<file path="config.mk">
export PLATFORM = sky130hd
export DESIGN_NAME = control_sequencer
export DESIGN_NICKNAME = d
export VERILOG_FILES = /design/src/rtl/control_pkg.sv /design/src/rtl/control_sequencer_checker.sv /design/src/rtl/control_sequencer_reg_select_decoder.sv /design/src/rtl/control_sequencer.sv
export SDC_FILE = /design/constraint.sdc
export NUM_CORES = 1
export LEC_CHECK = 0
export CORE_ASPECT_RATIO = 0.5
export CORE_MARGIN = 4
export CORE_UTILIZATION = 38
export DETAILED_ROUTE_END_ITERATION = 8
export PLACE_DENSITY = 0.9
export SLEW_MARGIN = 20
export SYNTH_ARGS = -nofsm -noshare
export SYNTH_HDL_FRONTEND = slang
export SYNTH_SLANG_ARGS = --single-unit
</file>
<file path="constraint.sdc">
create_clock -name clock -period 4.2 [get_ports clock]
set_input_delay 0.42 -clock clock [delete_from_list [all_inputs] [get_ports clock]]
set_output_delay 0.42 -clock clock [all_outputs]
set_load 0.02 [all_outputs]
</file>
<file path="src/rtl/control_pkg.sv">
// Opcodes, state encoding and IR field layout shared by control_sequencer.
// Opcodes 0x12/0x13 decode as I/O instructions only when SEQ_IO_INSTR_EN is defined.
package control_pkg;

    localparam int IR_OP_MSB = 31;
    localparam int IR_OP_LSB = 27;
    localparam int IR_RA_MSB = 26;
    localparam int IR_RA_LSB = 23;
    localparam int IR_RB_MSB = 22;
    localparam int IR_RB_LSB = 19;
    localparam int IR_RC_MSB = 18;
    localparam int IR_RC_LSB = 15;

    localparam logic [4:0] OP_ADD  = 5'h00;
    localparam logic [4:0] OP_SUB  = 5'h01;
    localparam logic [4:0] OP_AND  = 5'h02;
    localparam logic [4:0] OP_OR   = 5'h03;
    localparam logic [4:0] OP_SHR  = 5'h04;
    localparam logic [4:0] OP_SHRA = 5'h05;
    localparam logic [4:0] OP_SHL  = 5'h06;
    localparam logic [4:0] OP_ROR  = 5'h07;
    localparam logic [4:0] OP_ROL  = 5'h08;
    localparam logic [4:0] OP_ADDI = 5'h09;
    localparam logic [4:0] OP_ANDI = 5'h0A;
    localparam logic [4:0] OP_ORI  = 5'h0B;
    localparam logic [4:0] OP_MUL  = 5'h0C;
    localparam logic [4:0] OP_DIV  = 5'h0D;
    localparam logic [4:0] OP_NEG  = 5'h0E;
    localparam logic [4:0] OP_NOT  = 5'h0F;
    localparam logic [4:0] OP_LD   = 5'h10;
    localparam logic [4:0] OP_ST   = 5'h11;
    localparam logic [4:0] OP_IN   = 5'h12;
    localparam logic [4:0] OP_OUT  = 5'h13;
    localparam logic [4:0] OP_NOP  = 5'h1A;
    localparam logic [4:0] OP_HALT = 5'h1B;

    typedef enum logic [3:0] {
        ST_RESET = 4'd0,
        ST_T0    = 4'd1,
        ST_T1    = 4'd2,
        ST_T2    = 4'd3,
        ST_T3    = 4'd4,
        ST_E0    = 4'd5,
        ST_E1    = 4'd6,
        ST_E2    = 4'd7,
        ST_E3    = 4'd8,
        ST_E4    = 4'd9,
        ST_HALT  = 4'd10,
        ST_FAULT = 4'd11
    } state_e;

    typedef enum logic [3:0] {
        CL_RTYPE   = 4'd0,
        CL_IMM     = 4'd1,
        CL_UNARY   = 4'd2,
        CL_MULDIV  = 4'd3,
        CL_LD      = 4'd4,
        CL_ST      = 4'd5,
        CL_IN      = 4'd6,
        CL_OUT     = 4'd7,
        CL_NOP     = 4'd8,
        CL_HALT    = 4'd9,
        CL_ILLEGAL = 4'd10
    } op_class_e;

    function automatic op_class_e op_class(input logic [4:0] op);
        op_class_e cls;
        case (op)
            OP_ADD, OP_SUB, OP_AND, OP_OR, OP_SHR,
            OP_SHRA, OP_SHL, OP_ROR, OP_ROL:       cls = CL_RTYPE;
            OP_ADDI, OP_ANDI, OP_ORI:              cls = CL_IMM;
            OP_MUL, OP_DIV:                        cls = CL_MULDIV;
            OP_NEG, OP_NOT:                        cls = CL_UNARY;
            OP_LD:                                 cls = CL_LD;
            OP_ST:                                 cls = CL_ST;
`ifdef SEQ_IO_INSTR_EN
            OP_IN:                                 cls = CL_IN;
            OP_OUT:                                cls = CL_OUT;
`endif
            OP_NOP:                                cls = CL_NOP;
            OP_HALT:                               cls = CL_HALT;
            default:                               cls = CL_ILLEGAL;
        endcase
        return cls;
    endfunction

endpackage

</file>
<file path="src/rtl/control_sequencer_checker.sv">
// Property checks on control_sequencer outputs: bus drivers never collide.
module control_sequencer_checker (
    input logic        clock,
    input logic        clear,
    input logic [24:0] bus_sel_i
);

    a_bus_onehot: assert property (@(posedge clock) disable iff (clear) $onehot0(bus_sel_i))
        else $error("control_sequencer: more than one bus source selected (%b)", bus_sel_i);

endmodule

</file>
<file path="src/rtl/control_sequencer_reg_select_decoder.sv">
// 4-bit register field to 16-bit one-hot select, gated by an enable.
module reg_select_decoder (
    input  logic [3:0]  sel_i,
    input  logic        en_i,
    output logic [15:0] onehot_o
);

    // One-hot expansion of the selected register number
    always_comb begin
        onehot_o = 16'h0000;
        if (en_i) begin
            onehot_o[sel_i] = 1'b1;
        end else begin
            onehot_o = 16'h0000;
        end
    end

endmodule

</file>
<file path="src/rtl/control_sequencer.sv">
// Hardwired Moore control unit: fetch / decode / execute sequencing for the bus datapath.
// Optional I/O instructions (in/out, OutPortin port) are enabled by defining SEQ_IO_INSTR_EN.
module control_sequencer
    import control_pkg::*;
#(
    parameter int MEM_WAIT_MAX = 15,
    parameter int OPW          = 5
) (
    input  logic           clock,
    input  logic           clear,
    input  logic [31:0]    IR,
    input  logic           mem_ready,
    output logic           PCout,
    output logic           Zhighout,
    output logic           Zlowout,
    output logic           MDRout,
    output logic           HIout,
    output logic           LOout,
    output logic           Yout,
    output logic           InPortout,
    output logic           CSignOut,
    output logic [15:0]    Rout,
    output logic [15:0]    Rin,
    output logic           MARin,
    output logic           PCin,
    output logic           MDRin,
    output logic           IRin,
    output logic           Yin,
    output logic           HIin,
    output logic           LOin,
    output logic           ZHighIn,
    output logic           ZLowIn,
    output logic           IncPC,
    output logic           Read,
    output logic           Write,
`ifdef SEQ_IO_INSTR_EN
    output logic           OutPortin,
`endif
    output logic [OPW-1:0] alu_op,
    output logic           run,
    output logic           illegal
);

    localparam int CNT_W = $clog2(MEM_WAIT_MAX + 1);

    state_e            state_q, state_d;
    logic [CNT_W-1:0]  wait_cnt_q, wait_cnt_d;
    op_class_e         cls_s;
    logic [4:0]        opcode_s;
    logic [3:0]        ra_s, rb_s, rc_s;
    logic [3:0]        rout_sel_s;
    logic              rout_en_s;
    logic              rin_en_s;
    logic [4:0]        alu_s;
    logic              wait_state_s;
    logic              wait_limit_s;
    logic              unused_ir_s;

    assign opcode_s    = IR[IR_OP_MSB:IR_OP_LSB];
    assign ra_s        = IR[IR_RA_MSB:IR_RA_LSB];
    assign rb_s        = IR[IR_RB_MSB:IR_RB_LSB];
    assign rc_s        = IR[IR_RC_MSB:IR_RC_LSB];
    assign unused_ir_s = ^IR[IR_RC_LSB-1:0];
    assign cls_s       = op_class(opcode_s);

    // Memory handshake states: fetch read, ld read, st write
    assign wait_state_s = (state_q == ST_T1)
                        | ((state_q == ST_E3) & (cls_s == CL_LD))
                        | ((state_q == ST_E4) & (cls_s == CL_ST));
    assign wait_limit_s = (wait_cnt_q == CNT_W'(MEM_WAIT_MAX - 1));

    // State and wait-counter registers with synchronous clear
    always_ff @(posedge clock) begin
        if (clear) begin
            state_q    <= ST_RESET;
            wait_cnt_q <= {CNT_W{1'b0}};
        end else begin
            state_q    <= state_d;
            wait_cnt_q <= wait_cnt_d;
        end
    end

    // Next-state logic; the counter is zero whenever a wait is not in progress
    always_comb begin
        state_d    = state_q;
        wait_cnt_d = {CNT_W{1'b0}};
        if (wait_state_s && !mem_ready) begin
            if (wait_limit_s) begin
                state_d = ST_FAULT;
            end else begin
                state_d    = state_q;
                wait_cnt_d = wait_cnt_q + CNT_W'(1);
            end
        end else begin
            case (state_q)
                ST_RESET: state_d = ST_T0;
                ST_T0:    state_d = ST_T1;
                ST_T1:    state_d = ST_T2;
                ST_T2:    state_d = ST_T3;
                ST_T3: begin
                    case (cls_s)
                        CL_NOP, CL_ILLEGAL: state_d = ST_T0;
                        CL_HALT:            state_d = ST_HALT;
                        default:            state_d = ST_E0;
                    endcase
                end
                ST_E0:    state_d = ((cls_s == CL_IN) || (cls_s == CL_OUT)) ? ST_T0 : ST_E1;
                ST_E1:    state_d = (cls_s == CL_UNARY) ? ST_T0 : ST_E2;
                ST_E2:    state_d = ((cls_s == CL_RTYPE) || (cls_s == CL_IMM)) ? ST_T0 : ST_E3;
                ST_E3:    state_d = (cls_s == CL_MULDIV) ? ST_T0 : ST_E4;
                ST_E4:    state_d = ST_T0;
                ST_HALT:  state_d = ST_HALT;
                ST_FAULT: state_d = ST_FAULT;
                default:  state_d = ST_FAULT;
            endcase
        end
    end

    // Moore control outputs decoded from state and instruction class
    always_comb begin
        PCout      = 1'b0;
        Zhighout   = 1'b0;
        Zlowout    = 1'b0;
        MDRout     = 1'b0;
        HIout      = 1'b0;
        LOout      = 1'b0;
        Yout       = 1'b0;
        InPortout  = 1'b0;
        CSignOut   = 1'b0;
        MARin      = 1'b0;
        PCin       = 1'b0;
        MDRin      = 1'b0;
        IRin       = 1'b0;
        Yin        = 1'b0;
        HIin       = 1'b0;
        LOin       = 1'b0;
        ZHighIn    = 1'b0;
        ZLowIn     = 1'b0;
        IncPC      = 1'b0;
        Read       = 1'b0;
        Write      = 1'b0;
`ifdef SEQ_IO_INSTR_EN
        OutPortin  = 1'b0;
`endif
        illegal    = 1'b0;
        rout_sel_s = ra_s;
        rout_en_s  = 1'b0;
        rin_en_s   = 1'b0;
        alu_s      = 5'h00;
        run        = (state_q != ST_RESET) && (state_q != ST_HALT) && (state_q != ST_FAULT);
        case (state_q)
            ST_T0: begin
                PCout = 1'b1;
                MARin = 1'b1;
                IncPC = 1'b1;
            end
            ST_T1: begin
                Read  = 1'b1;
                MDRin = 1'b1;
            end
            ST_T2: begin
                MDRout = 1'b1;
                IRin   = 1'b1;
            end
            ST_T3: illegal = (cls_s == CL_ILLEGAL);
            ST_E0: begin
                case (cls_s)
                    CL_RTYPE, CL_IMM, CL_LD, CL_ST: begin
                        rout_sel_s = rb_s;
                        rout_en_s  = 1'b1;
                        Yin        = 1'b1;
                    end
                    CL_MULDIV: begin
                        rout_sel_s = ra_s;
                        rout_en_s  = 1'b1;
                        Yin        = 1'b1;
                    end
                    CL_UNARY: begin
                        rout_sel_s = rb_s;
                        rout_en_s  = 1'b1;
                        alu_s      = opcode_s;
                        ZLowIn     = 1'b1;
                    end
`ifdef SEQ_IO_INSTR_EN
                    CL_IN: begin
                        InPortout = 1'b1;
                        rin_en_s  = 1'b1;
                    end
                    CL_OUT: begin
                        rout_sel_s = ra_s;
                        rout_en_s  = 1'b1;
                        OutPortin  = 1'b1;
                    end
`endif
                    default: ;
                endcase
            end
            ST_E1: begin
                case (cls_s)
                    CL_RTYPE, CL_MULDIV: begin
                        rout_sel_s = (cls_s == CL_RTYPE) ? rc_s : rb_s;
                        rout_en_s  = 1'b1;
                        alu_s      = opcode_s;
                        ZLowIn     = 1'b1;
                        ZHighIn    = 1'b1;
                    end
                    CL_IMM: begin
                        CSignOut = 1'b1;
                        alu_s    = opcode_s;
                        ZLowIn   = 1'b1;
                    end
                    CL_LD, CL_ST: begin
                        CSignOut = 1'b1;
                        alu_s    = OP_ADD;
                        ZLowIn   = 1'b1;
                    end
                    CL_UNARY: begin
                        Zlowout  = 1'b1;
                        rin_en_s = 1'b1;
                    end
                    default: ;
                endcase
            end
            ST_E2: begin
                case (cls_s)
                    CL_RTYPE, CL_IMM: begin
                        Zlowout  = 1'b1;
                        rin_en_s = 1'b1;
                    end
                    CL_MULDIV: begin
                        Zlowout = 1'b1;
                        LOin    = 1'b1;
                    end
                    CL_LD, CL_ST: begin
                        Zlowout = 1'b1;
                        MARin   = 1'b1;
                    end
                    default: ;
                endcase
            end
            ST_E3: begin
                case (cls_s)
                    CL_MULDIV: begin
                        Zhighout = 1'b1;
                        HIin     = 1'b1;
                    end
                    CL_LD: begin
                        Read  = 1'b1;
                        MDRin = 1'b1;
                    end
                    CL_ST: begin
                        rout_sel_s = ra_s;
                        rout_en_s  = 1'b1;
                        MDRin      = 1'b1;
                    end
                    default: ;
                endcase
            end
            ST_E4: begin
                case (cls_s)
                    CL_LD: begin
                        MDRout   = 1'b1;
                        rin_en_s = 1'b1;
                    end
                    CL_ST:   Write = 1'b1;
                    default: ;
                endcase
            end
            default: ;
        endcase
    end

    assign alu_op = OPW'(alu_s);

    reg_select_decoder u_rout_dec (
        .sel_i    (rout_sel_s),
        .en_i     (rout_en_s),
        .onehot_o (Rout)
    );

    // Destination register is always the Ra field
    reg_select_decoder u_rin_dec (
        .sel_i    (ra_s),
        .en_i     (rin_en_s),
        .onehot_o (Rin)
    );

    control_sequencer_checker u_checker (
        .clock     (clock),
        .clear     (clear),
        .bus_sel_i ({PCout, Zhighout, Zlowout, MDRout, HIout, LOout, Yout,
                     InPortout, CSignOut, Rout})
    );

endmodule

</file>
==> key figures <==
Clocking
  • CTS tree: done
  • Root Driver: clkbuf_8
  • # Post-CTS Setup Buffers: 0
  • Inserted Clock Buffers: 3
  • # hold bufs at CTS: 0
  • Clk Latency, worst-skew pair: 0.22 ns
  • H-tree Lvls: 1
  • Cts repair resizes: 0
  • Worst-path clk slew: 0.04 ns
  • Clock sink total: 8
  • Clk buf depth: 2

Place
  • Buffers on Ports: 73
  • Dpl hpwl: 3530 um
  • RePlAce Congestion: 0.920

Synth
  • Cells after Synth: 205
  • Synth cell types: 61
  • Number of flops mapped to enable cells by yosys: 0
  • Synthesized cell area: 0.00136 mm^2
  • Yosys reg bits: 8
  • Async SR Flop Fraction: 0%
  • Syn Area/Cell: 6.65 um^2
  • Sequential share of the synthesized area: 11.8%
  • Top_reg_cell synth: dfxtp_1
  • Synth Warn #: 0

Final layout
  • Share of cells above drive strength 1: 9.02%
  • # diodes: 0
  • Final Net Count: 305
  • Layout area overhead: 54.0%

Worst setup path
  • CP Cell Sequence: clkdlybuf4s50_1 -> nand2b_1 -> a21boi_1 -> o22ai_1 -> a221oi_1 -> nand2_1 -> nor2_1 -> clkdlybuf4s50_1
  • Slowest CP cell: clkdlybuf4s50_1
  • Critical path required time: 3.78 ns
  • Max Fanout on Critical Path: 19
  • Slowest Stage Delay on Critical Path: 0.85 ns
  • CP Capture Type: primary output
  • WP buf/inv: 2
  • Kind of critical path: input pin to primary output
  • CP top delay family: buffers and inverters
  • Crit-path most repeated cell: clkdlybuf4s50_1
  • Arrival @ worst endpoint: 3.39 ns
  • CP Launch Type: input pin

Timing
  • FMAX: 263 MHz
  • Final setup fails: 0
  • Period Utilization, post-route: 90.6%
  • Minimum clock period: 3.81 ns
  • Final hold slack: 0.475 ns
  • Relative slew slack: 60.3%
  • Final setup TNS: 0 ns
  • Number of hold violations in the final report: 0
  • RSZ-0062 raised after global routing: false
  • Worst-Margin Slew: 0.594 ns
  • Worst Clk Skew: 0.000214 ns
  • Slew Viols, Final: 0

Die
  • Core area: 0.00343 mm^2
  • Row cnt: 15
  • Starting density of the core: 39.7%
  • # IOs: 95
  • Chip height: 50.3 um
  • Die extent in x: 92.7 um
  • Die ar.: 0.00467 mm^2

Global routing
  • Total track usage: 17.9%
  • Vias in the first global route: 1,503
  • Initial antenna violation count: 0
  • Largest net degree at the start of global routing: 21
  • Grt ovf: 0
  • First-pass GRT wire length: 6990 um

Route
  • Vias/cell: 5.22
  • Vias: 1,656
  • DR DRC count: 0
  • Post-DR wirelength/cell: 13.6 um
  • Initial DRC count: 105
  • Post-DRT Antenna Nets: 0
  • Routed Wire Length: 4330 um
  • DR pass1 iterations: 4

Pwr
  • P_sw: 258 uW
  • Pwr Total: 589 uW
  • Switching share of power: 43.8%
  • Power Density: 281 mW/mm^2
  • Part of the power in registers: 24.6%
  • Leak pwr: 0.000718 uW
  • Power Internal: 331 uW
  • Clock group share of total power: 15.1%
  • Gate power share: 60.4%
  • VDD IR-drop max: 0.264 mV

Outcome
  • Status: finished, final reports clean

Hold path
  • Tightest Hold Check Type: flop to flop

Job
  • Max-Cap Viols: 0
==> cell type report <==
class / instances / area [um^2]
clock buffers: 3 / 41.3
multi-input cells: 176 / 1070
well taps: 51 / 63.8
fillers: 308 / 1340
inverters: 4 / 15.0
flip-flops and latches: 8 / 160
repair buffers: 75 / 746
==> worst reg2reg max path: stages, from the launching register on <==
cell and delay, ns:
dfxtp_1 0.57, nor3b_2 0.38, nand3_1 0.15, a21oi_2 0.23, nand2_1 0.11, or2_1 0.27
nor2_1 0.11
==> stage by stage <==
step | util, % | setup slack (ns) | area [um^2] | instances
after global routing | 61.1 | 0.177 | 2100 | 317
after CTS | 61.1 | 0.460 | 2100 | 317
after floorplan | - | 1.78 | 1380 | 210
after detailed placement | 59.9 | 0.479 | 2060 | 314
final | 61.1 | 0.394 | 2100 | 317
after global placement | 59.9 | 0.594 | 2060 | 314
==> routing by layer <==
metal / up-vias / routed length (um) / track usage [%]
met5: - / 0 / 0
met4: 0 / 0 / 2.68
met3: 0 / 293 / 3.14
met2: 55 / 2150 / 33.6
met1: 763 / 1880 / 22.0
li1: 838 / - / -
==> flip-flops by register name, summed over array words and instances, names as in the netlist <==
name	count
wait_cnt_q	4
state_q	4
==> cell usage in the layout (no fill, tap or decap), drive strengths merged, types with 4 or more instances in the layout <==
master,n
conb,6
and2,5
a21oi,9
or2,5
nand3,7
nand2b,10
nand3b,4
nor3,10
dfxtp,8
nand2,12
nor2,50
inv,4
o21ai,8
clkdlybuf4s50,73
a221oi,4
==> final timing paths <==
check           startpoint       endpoint  slack [ns]  cells past startpoint
min reg2reg  wait_cnt_q[0]  wait_cnt_q[0]        0.48                      1
min          wait_cnt_q[0]  wait_cnt_q[0]        0.48                      1
max reg2reg     state_q[3]  wait_cnt_q[2]        2.31                      6
max                 IR[30]        Rout[8]        0.39                      8
==> synth_stat cells, drive strengths merged (2+ instances only) <==
| library cell | instances | area share, % |
|---|---|---|
| nand4bb | 2 | 1.7 |
| a31oi | 2 | 0.92 |
| or3 | 2 | 1.3 |
| o22ai | 2 | 0.92 |
| nand2 | 12 | 3.3 |
| dfxtp | 8 | 12 |
| ha | 2 | 1.8 |
| inv | 4 | 1.1 |
| and2 | 5 | 2.3 |
| nor3 | 10 | 4.0 |
| nor2 | 50 | 14 |
| a21oi | 9 | 3.6 |
| a221oi | 4 | 3.9 |
| or2 | 5 | 2.3 |
| clkbuf | 5 | 1.4 |
| nor4b | 2 | 1.7 |
| nor3b | 2 | 1.8 |
| nor2b | 3 | 1.4 |
| buf | 17 | 8.4 |
| nand3b | 4 | 2.2 |
| nand3 | 7 | 2.9 |
| nand4b | 2 | 1.3 |
| xnor2 | 2 | 1.3 |
| o21ai | 8 | 2.9 |
| nand2b | 10 | 4.6 |
| o31ai | 2 | 1.1 |
==> cell families after synthesis <==
logic type / synth area share (%)
buf+inv: 10.9
fa+ha+maj: 1.84
simple gates: 50.0
other cells: 0.275
flops: 11.8
xor+xnor: 1.93
compound gates: 21.8
mux: 1.56
==> power groups by stage <==
stage / clock network (uW) / logic (uW) / registers (uW)
final: 88.9 / 356 / 145
after floorplan: 0 / 285 / 102
after global placement: 0 / 350 / 144
after detailed placement: 0 / 355 / 146
after CTS: 92.3 / 357 / 145
after global routing: 97.2 / 387 / 154
(Power assumes the default switching activity.)
==> variant (same flow settings) <==
The option `SEQ_IO_INSTR_EN` is turned on by a define.
--- a/src/rtl/control_pkg.sv
+++ b/src/rtl/control_pkg.sv
@@ -1,4 +1,6 @@
 // Opcodes, state encoding and IR field layout shared by control_sequencer.
 // Opcodes 0x12/0x13 decode as I/O instructions only when SEQ_IO_INSTR_EN is defined.
+`define SEQ_IO_INSTR_EN
+
 package control_pkg;
 
Function (old outputs only; new: OutPortin): changed (a bounded check fails within 10 cycles, from zero or initial values).
==> variant against the original RTL <==
Area after synthesis increased by 20%. Total power increased by 9.6%. Final area increased by 18%. Sequential cell count unchanged. Setup slack got worse by 0.13 ns. Die area increased by 18%. Wire length increased by 34%. Largest power group unchanged.
==> variant: results (changes against the original RTL) <==
Violation count after the first detailed-routing iteration: 164 (+56%)
Fraction of the cycle the final worst path needs: 93.7% (+3.1 points)
Largest registers ranked by flip-flop count: state_q x4, wait_cnt_q x4
Worst-case setup slack after placement: 0.206 ns (-0.273 ns)
Post-synth cell types: 62 (+1.6%)
Final estimated routing congestion in global placement: 0.945 (+2.8%)
Average via count per standard cell: 5.99 (+15%)
Quantity of hold-fixing buffers added after cts: 0 (unchanged)
Leakage power: 0.828 nW (+15%)
HPWL after detailed placement: 4490 um (+27%)
Sequential share of power: 22.2% (-2.4 points)
Average instance area after synthesis: 6.65 um2 (about the same)
Adder-cell area share of the yosys netlist: 1.52% (-0.31 points)
Int Power: 0.336 mW (+1.5%)
Worst flop-to-flop path endpoint: state_q[0]$_SDFFE_PP0P_
Wire per inst: 15.7 um (+15%)
Highest fanout seen on the critical path: 8 (-11)
Fraction of the mapped netlist area in compound gates: 24.5% (+2.7 points)
Final-stage net count: 354 (+16%)
Diodes inserted: 0 (unchanged)
Run status: complete, no violations
Top post-synthesis cells by area: nor4_1 10%, dfxtp_1 9.8%, nor2_1 6.6%
Leading cell types by count after synthesis: 29 x nor2_1, 27 x nor4_1, 14 x nand2_1
Slew of the pin with the lowest slew margin: 0.892 ns (+0.299 ns)
CP endpoint: Rout[6]
Maximum ir drop on the vdd rail: 256 uV (-2.8%)
CP startpoint: IR[27]
Top flip-flop cell by instance count after synthesis: dfxtp_1
Multiplexer share of the synthesized area: 2.67% (+1.1 points)
IO Port Bufs: 75 (+2.7%)
Share of post-route cells with drive strength above 1: 11.1% (+2.1 points)
Overall Global Routing Usage: 20.1% (+2.2 points)
Area share of xor/xnor cells in the synthesized design: 1.60% (-0.33 points)
Setup slack of the worst register-to-register path: 1.76 ns (-0.55 ns)
Largest stage delay, worst path: 0.69 ns (-0.16 ns)
Via count of the first global-routing pass: 1930 (+28%)
First drt pass iteration count: 5 (+1)
Sequential share of the synthesized area: 9.76% (-2.0 points)
Wire length of the first global-routing pass: 9110 um (+30%)
Number of fillers in the final layout: 371 (+20%)
Pin count of the biggest net entering global routing: 20 (-4.8%)
Number of non-filler instances in the completed layout: 369 (+16%)
Clock Skew: 0.00542 ns (+0.00521 ns)
Clock share of power: 13.9% (-1.2 points)
Hold WC Path Type: reg2reg
[variant: through the flow]
step           instance area (um2)  power, mW  hold WS [ns]
2_1_floorplan                 1660      0.411         0.456
3_3_place_gp                  2430      0.539         0.472
3_5_place_dp                  2430      0.548         0.499
4_1_cts                       2470      0.642         0.507
5_1_grt                       2480      0.690         0.540
6_report                      2480      0.646         0.503
[variant: layer usage]
metal / track usage, % / wire (um)
met2: 35.0 / 2700
met5: 0 / 0
met4: 3.53 / 0
met3: 4.20 / 565
met1: 26.4 / 2540
[variant: timing repair]
action | CTS | global route
gates resized for setup | 0 | 2
endpoints found under the setup margin | 0 | 8
endpoints found under the hold margin | 0 | 0
buffers inserted | 0 | 0
[variant: area by class of cell]
cell class,instances,area (um2),area share [%]
inverter,9,33.8,1.36
sequential,8,160,6.46
timing repair buffer,90,866,34.9
multi-input combinational,205,1310,52.9
tap,54,67.6,2.73
clock buffer,3,41.3,1.67
